--- config.mk ---
export PLATFORM = sky130hd
export DESIGN_NAME = accum_multicycle_ctrl
export DESIGN_NICKNAME = d
export VERILOG_FILES = /design/src/rtl/accum_multicycle_ctrl.sv
export SDC_FILE = /design/constraint.sdc
export NUM_CORES = 1
export LEC_CHECK = 0
export CORE_AREA = 2 2 39 41
export CTS_CLUSTER_DIAMETER = 30
export DETAILED_ROUTE_END_ITERATION = 8
export DIE_AREA = 0 0 41 43
export SYNTH_ARGS = -nofsm -noshare
export SYNTH_HDL_FRONTEND = slang
export SYNTH_SLANG_ARGS = --single-unit
--- constraint.sdc ---
create_clock -name CLK -period 3.3 [get_ports CLK]
set_clock_uncertainty 0.1 [all_clocks]
set_input_delay 0.99 -clock CLK [delete_from_list [all_inputs] [get_ports CLK]]
set_output_delay 0.99 -clock CLK [all_outputs]
set_load 0.01 [all_outputs]
--- src/rtl/accum_multicycle_ctrl.sv ---
`default_nettype none
// ============================================================================
// Module   : accum_multicycle_ctrl
// Brief    : Multicycle control FSM for the 16-bit accumulator datapath with a
//            MemReq/MemReady handshake and optional memory-wait timeout.
//            Optional InstrCount output enabled by ACCUM_CTRL_INSTR_COUNT_EN.
// Revision : 1.0 - initial release
// ============================================================================
module accum_multicycle_ctrl #(
   parameter int MAX_WAIT = 0,
   parameter int WAIT_W   = 8
) (
   input  logic       CLK,
   input  logic       Reset,
   input  logic [3:0] Opcode,
   input  logic       AccZero,
   input  logic       MemReady,
   output logic       MemReq,
   output logic       IorD,
   output logic [0:0] MemWrite,
   output logic       IRWrite,
   output logic       RegWrite,
   output logic       PCWrite,
   output logic [1:0] PCSrc,
   output logic [1:0] ALUOp,
   output logic [1:0] AccSrc,
   output logic       Halted,
   output logic       Error
`ifdef ACCUM_CTRL_INSTR_COUNT_EN
   ,
   output logic [15:0] InstrCount
`endif
);

   typedef enum logic [2:0] {
      S_FETCH  = 3'd0,
      S_DECODE = 3'd1,
      S_MEM    = 3'd2,
      S_WB     = 3'd3,
      S_HALT   = 3'd4
   } state_t;

   localparam logic [WAIT_W:0] c_max_wait = (WAIT_W+1)'(MAX_WAIT);

   state_t            r_state, w_next;
   logic [WAIT_W-1:0] r_wait, w_wait_next;
   logic [WAIT_W:0]   w_wait_p1;
   logic              r_error;
   logic              w_stall, w_timeout;
   logic              w_memreq, w_iord, w_memwrite, w_irwrite, w_regwrite, w_pcwrite, w_halted;
   logic [1:0]        w_pcsrc, w_aluop, w_accsrc;

   always_comb begin
      w_next     = r_state;
      w_memreq   = 1'b0;
      w_iord     = 1'b0;
      w_memwrite = 1'b0;
      w_irwrite  = 1'b0;
      w_regwrite = 1'b0;
      w_pcwrite  = 1'b0;
      w_halted   = 1'b0;
      w_pcsrc    = 2'b00;
      w_aluop    = 2'b00;
      w_accsrc   = 2'b00;
      case (r_state)
         S_FETCH: begin
            w_memreq = 1'b1;
            if (MemReady) begin
               w_irwrite = 1'b1;
               w_pcwrite = 1'b1;
               w_next    = S_DECODE;
            end
         end
         S_DECODE: begin
            case (Opcode)
               4'h0, 4'h1, 4'h2, 4'h3, 4'h4, 4'h5: w_next = S_MEM;
               4'h6: w_next = S_WB;
               4'h7: begin
                  w_pcwrite = AccZero;
                  w_pcsrc   = 2'b01;
                  w_next    = S_FETCH;
               end
               4'h8: begin
                  w_pcwrite = 1'b1;
                  w_pcsrc   = 2'b01;
                  w_next    = S_FETCH;
               end
               4'hF:    w_next = S_HALT;
               default: w_next = S_FETCH;
            endcase
         end
         S_MEM: begin
            w_memreq   = 1'b1;
            w_iord     = 1'b1;
            w_memwrite = (Opcode == 4'h5);
            if (MemReady)
               w_next = (Opcode == 4'h5) ? S_FETCH : S_WB;
         end
         S_WB: begin
            w_regwrite = 1'b1;
            w_next     = S_FETCH;
            if (Opcode == 4'h4)
               w_accsrc = 2'b01;
            else if (Opcode == 4'h6)
               w_accsrc = 2'b10;
            else
               w_aluop = Opcode[1:0];
         end
         S_HALT:  w_halted = 1'b1;
         default: w_next = S_FETCH;
      endcase

      // The timeout fires on the wait cycle that brings the count up to MAX_WAIT.
      w_stall   = w_memreq & ~MemReady;
      w_wait_p1 = {1'b0, r_wait} + 1'b1;
      w_timeout = (MAX_WAIT != 0) && w_stall && (w_wait_p1 >= c_max_wait);
      if (w_timeout) begin
         w_next     = S_HALT;
         w_memwrite = 1'b0;
         w_irwrite  = 1'b0;
      end

      if (w_stall && !w_timeout)
         w_wait_next = (&r_wait) ? r_wait : w_wait_p1[WAIT_W-1:0];
      else
         w_wait_next = '0;
   end

   always_ff @(posedge CLK) begin
      if (Reset) begin
         r_state <= S_FETCH;
         r_wait  <= '0;
         r_error <= 1'b0;
      end else begin
         r_state <= w_next;
         r_wait  <= w_wait_next;
         if (w_timeout)
            r_error <= 1'b1;
      end
   end

   assign MemReq   = w_memreq   & ~Reset;
   assign IorD     = w_iord     & ~Reset;
   assign MemWrite = w_memwrite & ~Reset;
   assign IRWrite  = w_irwrite  & ~Reset;
   assign RegWrite = w_regwrite & ~Reset;
   assign PCWrite  = w_pcwrite  & ~Reset;
   assign PCSrc    = Reset ? 2'b00 : w_pcsrc;
   assign ALUOp    = Reset ? 2'b00 : w_aluop;
   assign AccSrc   = Reset ? 2'b00 : w_accsrc;
   assign Halted   = w_halted   & ~Reset;
   assign Error    = r_error    & ~Reset;

`ifdef ACCUM_CTRL_INSTR_COUNT_EN
   logic [15:0] r_instr_count;

   // One count per instruction retired back into FETCH.
   always_ff @(posedge CLK) begin
      if (Reset)
         r_instr_count <= 16'h0000;
      else if ((w_next == S_FETCH) &&
               ((r_state == S_DECODE) || (r_state == S_MEM) || (r_state == S_WB)))
         r_instr_count <= r_instr_count + 16'h0001;
   end

   assign InstrCount = Reset ? 16'h0000 : r_instr_count;
`endif

endmodule
`default_nettype wire

==> metrics.md, run 1 <==
| Metric | Value |
|---|---|
| Status | `complete, no violations` |
| Vias after detailed routing | `459` |
| Die ar. | `1760 µm²` |
| EDFF count, synth | `0` |
| Antenna Nets Post-Route | `0` |
| FFs w/ async S/R, synth | `0` |
| Post-DP HPWL | `746 µm` |
| Sw frac | `0.363` |
| Crit Path Class | `in2out` |
| Htree depth | `1` |
| Initial DRC Count | `2` |
| CTS tree | `yes` |
| Yosys warnings | `0` |
| P_leak | `0.362 nW` |
| Power per cell area | `389 nW/µm²` |
| CP max FO | `2` |
| First-pass GRT wire length | `1710 µm` |
| Final hold vios | `0` |
| Startpoint type of the worst setup path | `input pin` |
| Die W | `41 µm` |
| Hold Buf Count CTS | `0` |
| Die Ht | `43 µm` |
| Clock power frac | `0.247` |
| DRC Markers | `0` |
| Worst VDD drop | `0.000310 V` |
| Max FFs per register | `3` |
| Crit path time final | `3.24 ns` |
| Worst hold path class | `reg2reg` |
| Area delta synth->final | `87.3%` |
| Largest Register | `r_state` |
| Post-synth top area cell | `dfxtp_1` |
| Dpl cell area | `634 µm²` |
| Count of cell types in the netlist | `30` |
| Synth top area share | `0.165` |
| Post-Synthesis Cells | `50` |
| Commonest non-fill, non-tap cells in the layout | `15 x buf_4, 10 x dlygate4sd2_1, 7 x nor2_1` |
| Vias per cell | `4.54` |
| Router iterations before antenna repair | `4` |
| Number of top-level pins | `22` |
| Starting Density | `0.263` |
| Core ar. | `1380 µm²` |
| Synthesized area per cell | `7.28 µm²` |
| Number of global-route vias before repair | `429` |
| Congestion Overflow GR | `0` |
| Most common cell after layout, fill and taps aside | `buf_4` |
| Ant diodes | `0` |
| Total Wirelength | `1060 µm` |
| Placed insts | `93` |
| Req. time, crit path | `2.21 ns` |
| Logic pwr share | `0.546` |
| Switching power | `0.0962 mW` |
| Final period util | `0.981` |
| Seq cells post-synth | `3` |
| Reg clk slew, reported paths | `0.04 ns` |
| Registers with the most flip-flops | `r_state x3` |
| I/O Buffers | `19` |
| Top cells by area, synth | `dfxtp_1 16%, nor2_1 7.2%, or4b_1 5.5%` |
| CP arrival | `2.15 ns` |
| Prevailing post-synth register cell | `dfxtp_1` |
| Max Clk Rate | `0.309 GHz` |
| Reg2reg setup slack | `1.96 ns` |
| MaxCap Viol Count | `0` |
| Max-slew violations | `0` |
| CP endpoint kind | `primary output` |
| Clk Latency, worst-skew pair | `0.24 ns` |
| Clock root buffer | `clkbuf_4` |
| Post-Syn Area | `364 µm²` |
| # nets final | `94` |
| Final Non-Filler Cells | `101` |
| Clock Tree Buf Depth | `2` |
| Largest net degree at the start of global routing | `15` |
| Layout cell share with drive strength beyond 1 | `0.294` |
| Register area share after synthesis | `0.165` |
| P_int | `0.169 mW` |
| Fin util | `0.493` |
| Cts bufs inserted | `3` |
| Initial antenna violation count | `0` |
| All-Layer GR Usage | `0.140` |
| Sequential power share | `0.207` |
| WHS | `0.512 ns` |
| DR WL/cell | `10.5 µm` |
| Endpoints failing setup | `0` |
| Fin area | `682 µm²` |
| # clock sinks | `3` |
| Global placer's final weighted congestion | `0.778` |
| Std-Cell Rows | `14` |
| RSZ-0062 raised after global routing | `no` |
-- repair_timing --
item | in CTS | in global routing
setup buffers | 4 | 0
pin swaps | 2 | 1
gates resized for setup | 25 | 4
gates cloned | 0 | 0
setup endpoints to repair | 12 | 5
-- worst paths after layout --
path	from	to	cells past startpoint
min reg2reg	r_state[1]	r_state[2]	1
min	r_state[1]	r_state[2]	1
max reg2reg	r_state[0]	r_state[1]	4
max	Opcode[2]	PCWrite	5
-- power by group through the flow --
stage	Combinational [mW]	Sequential, mW	Clock [mW]
final	0.145	0.0549	0.0655
after global routing	0.159	0.0551	0.0736
after CTS	0.145	0.0541	0.0704
after detailed placement	0.149	0.0543	0
after global placement	0.149	0.0551	0
after floorplan	0.0895	0.0524	0
-- kinds of logic after synthesis --
logic type | share of synthesized area
simple gates | 0.526
compound gates | 0.186
buf+inv | 0.113
flops | 0.165
other cells | 0.0103
-- worst max-delay path: stages --
cell and delay, ns:
dlygate4sd2_1 0.24, or4b_4 0.54, o211a_1 0.14, nor2_1 0.10
buf_2 0.14
-- per-layer routing --
metal,vias to the layer above,track usage,wire [µm]
li1,249,-,-
met1,196,0.183,532
met2,14,0.194,466
met3,0,0.0524,58
met4,0,0.0733,0
met5,-,0,0
-- through the flow --
stage	setup WS [ns]	TNS, ns	power [mW]
2_1_floorplan	0.375	0	0.142
3_3_place_gp	-0.558	-3.76	0.204
3_5_place_dp	-0.588	-3.66	0.204
4_1_cts	0.0222	0	0.269
5_1_grt	0.00442	0	0.287
6_report	0.0621	0	0.265
-- Yosys cell counts (2+ instances only) --
cell	instances
nor3_1	2
and3_1	3
clkbuf_1	2
nand4b_1	2
nor3b_1	2
nand2b_1	2
or4b_1	2
nand2_1	3
dfxtp_1	3
inv_1	2
buf_4	2
nor2_1	7
-- area by class of cell --
cell class | count | area [µm²]
clock buffers | 4 | 26.3
fillers | 155 | 702
inverters | 2 | 7.51
multi-input cells | 41 | 274
flip-flops and latches | 3 | 60.1
well taps | 16 | 20.0
repair buffers | 35 | 294
(Power assumes the default switching activity.)
==> run 2: changes to the inputs <==
CAP_MARGIN = 20   (was default)
==> results of run 2 <==
No change in the layout: final DEF, timing and power equal those of run 1.
==> run 3: changes to the inputs <==
PLACE_DENSITY_LB_ADDON = 0.1   (was default)
==> run 3 against run 2 <==
  * Core utilization down 1.8 points
  * Sequential power increased by 34%
  * Design area is 3.7% lower
  * First-iteration DRC count unchanged
  * Sequential cell count unchanged
  * Critical path depth stayed put
  * Worst setup slack worse by 0.0012 ns
  * Count of clock-buffer cells in the layout did not move
  * Global-route usage down 2.3 points
  * Critical path type unchanged
  * Critical endpoint is now PCSrc[0]
  * Largest cell class is now multi-input gates
  * Largest power group unchanged
==> metrics.md, run 3 (synthesis gave the netlist of run 1 again) <==
| Metric | Value |
|---|---|
| I/O Buffers | `19 (unchanged)` |
| # clock sinks | `3 (unchanged)` |
| Global placer's final weighted congestion | `0.704 (-9.5%)` |
| CP endpoint kind | `primary output` |
| Core ar. | `1380 µm² (unchanged)` |
| Number of global-route vias before repair | `370 (-14%)` |
| DR WL/cell | `10.6 µm (+1.4%)` |
| Clk Latency, worst-skew pair | `0.23 ns (about the same)` |
| CTS tree | `yes` |
| Congestion Overflow GR | `0 (unchanged)` |
| Initial DRC Count | `2 (unchanged)` |
| Worst hold path class | `reg2reg` |
| Die W | `41 µm (unchanged)` |
| All-Layer GR Usage | `0.117 (-0.0232)` |
| Post-DP HPWL | `777 µm (+4.2%)` |
| Crit Path Class | `in2out` |
| DRC Markers | `0 (unchanged)` |
| Cell class contributing the biggest share of worst-path delay | `simple AND/OR/NAND/NOR gates` |
| Power per cell area | `380 nW/µm² (-2.3%)` |
| RSZ-0062 raised after global routing | `no` |
| Fin util | `0.475 (-0.0181)` |
| Ant diodes | `0 (unchanged)` |
| MaxCap Viol Count | `0 (unchanged)` |
| CP Buf/Inv Count | `3 (+1)` |
| Clock Tree Buf Depth | `2 (unchanged)` |
| Initial antenna violation count | `0 (unchanged)` |
| Most common cell after layout, fill and taps aside | `buf_4` |
| Largest Register | `r_state` |
| Reg clk slew, reported paths | `0.03 ns (about the same)` |
| Vias after detailed routing | `452 (-1.5%)` |
| CP max FO | `2 (unchanged)` |
| Number of top-level pins | `22 (unchanged)` |
| Crit-path cells | `dlygate4sd2_1 -> or4b_4 -> buf_6 -> a21oi_2 -> buf_2` |
| P_leak | `0.341 nW (-5.8%)` |
| Final hold vios | `0 (unchanged)` |
| Hold Buf Count CTS | `0 (unchanged)` |
| Max-slew violations | `0 (unchanged)` |
| Router iterations before antenna repair | `2 (-2)` |
| Largest net degree at the start of global routing | `16 (+1)` |
| Placed insts | `92 (-1.1%)` |
| Registers with the most flip-flops | `r_state x3` |
| Layout cell share with drive strength beyond 1 | `0.329 (+0.0352)` |
| Worst VDD drop | `0.000139 V (-55%)` |
| Std-Cell Rows | `14 (unchanged)` |
| CP arrival | `2.15 ns (about the same)` |
| Endpoints failing setup | `0 (unchanged)` |
| Final period util | `0.982 (about the same)` |
| Antenna Nets Post-Route | `0 (unchanged)` |
| Startpoint type of the worst setup path | `input pin` |
| Area delta synth->final | `80.4%` |
| Clock root buffer | `clkbuf_4` |
| Overall power | `0.250 mW (-5.9%)` |
| Max Clk Rate | `0.309 GHz (about the same)` |
| Slowest CP cell | `or4b_4` |
| Die Ht | `43 µm (unchanged)` |
| WHS | `0.506 ns (-0.00519 ns)` |
| Commonest non-fill, non-tap cells in the layout | `12 x buf_4, 10 x dlygate4sd2_1, 7 x nor2_1` |
| Crit path time final | `3.24 ns (+0.00117 ns)` |
| Req. time, crit path | `2.21 ns (about the same)` |
| Vias per cell | `4.61 (+1.5%)` |
| Place WS | `-0.520 ns (+0.0680 ns)` |
| Max FFs per register | `3 (unchanged)` |
| Htree depth | `1 (unchanged)` |
| Total Wirelength | `1040 µm (-1.6%)` |
| Post-route setup slack | `0.0610 ns (-0.00117 ns)` |
| Status | `complete, no violations` |
| Max incr delay on CP | `0.54 ns (about the same)` |
| First-pass GRT wire length | `1510 µm (-12%)` |
| Die ar. | `1760 µm² (unchanged)` |
| Final Non-Filler Cells | `98 (-3.0%)` |
| # nets final | `91 (-3.2%)` |
| Starting Density | `0.263 (unchanged)` |
| Cts bufs inserted | `3 (unchanged)` |
run 3: stage by stage:
step                      area [µm²]  setup TNS (ns)
final                            657               0
after global routing             657               0
after floorplan                  368               0
after CTS                        664               0
after global placement           627           -3.80
after detailed placement         627           -3.73
run 3: area by class of cell:
class / instances / area [µm²]
Multi-Input combinational cell: 41 / 285
Sequential cell: 3 / 60.1
Inverter: 2 / 7.51
Tap cell: 16 / 20.0
Fill cell: 142 / 727
Timing Repair Buffer: 32 / 258
Clock buffer: 4 / 26.3
run 3: worst register-to-register path: cells and delay by family, from the launching register on:
family / cells / cell delay [ns]
flip-flops: 1 / 0.57
AO/OA/AOI/OAI: 2 / 0.23
AND/OR/NAND/NOR: 1 / 0.47
run 3: repair_timing:
action	4_1_cts	5_1_grt
pin swaps	4	2
resized for setup	35	3
buffers inserted	2	0
endpoints found under the setup margin	12	6
run 3: worst paths after layout:
check / start / end / slack [ns] / cells past startpoint
worst max-delay path: Opcode[1] / PCSrc[0] / 0.06 / 5
worst min-delay path: r_state[1] / r_state[2] / 0.51 / 1
worst max register to register: r_state[0] / r_state[1] / 1.85 / 3
worst min register to register: r_state[1] / r_state[2] / 0.51 / 1
run 3: metal layers:
metal | wire length (µm) | track usage | part of all wire
met5 | 0 | 0 | 0
met2 | 484 | 0.203 | 0.47
met4 | 0 | 0.0200 | 0
met3 | 63 | 0.00524 | 0.061
met1 | 491 | 0.153 | 0.47
run 3: where the power goes:
part,leakage (nW),internal [mW],switching (mW)
sequential,0.0246,0.0457,0.0279
clock,0.0150,0.0453,0.0183
combinational,0.301,0.0668,0.0456
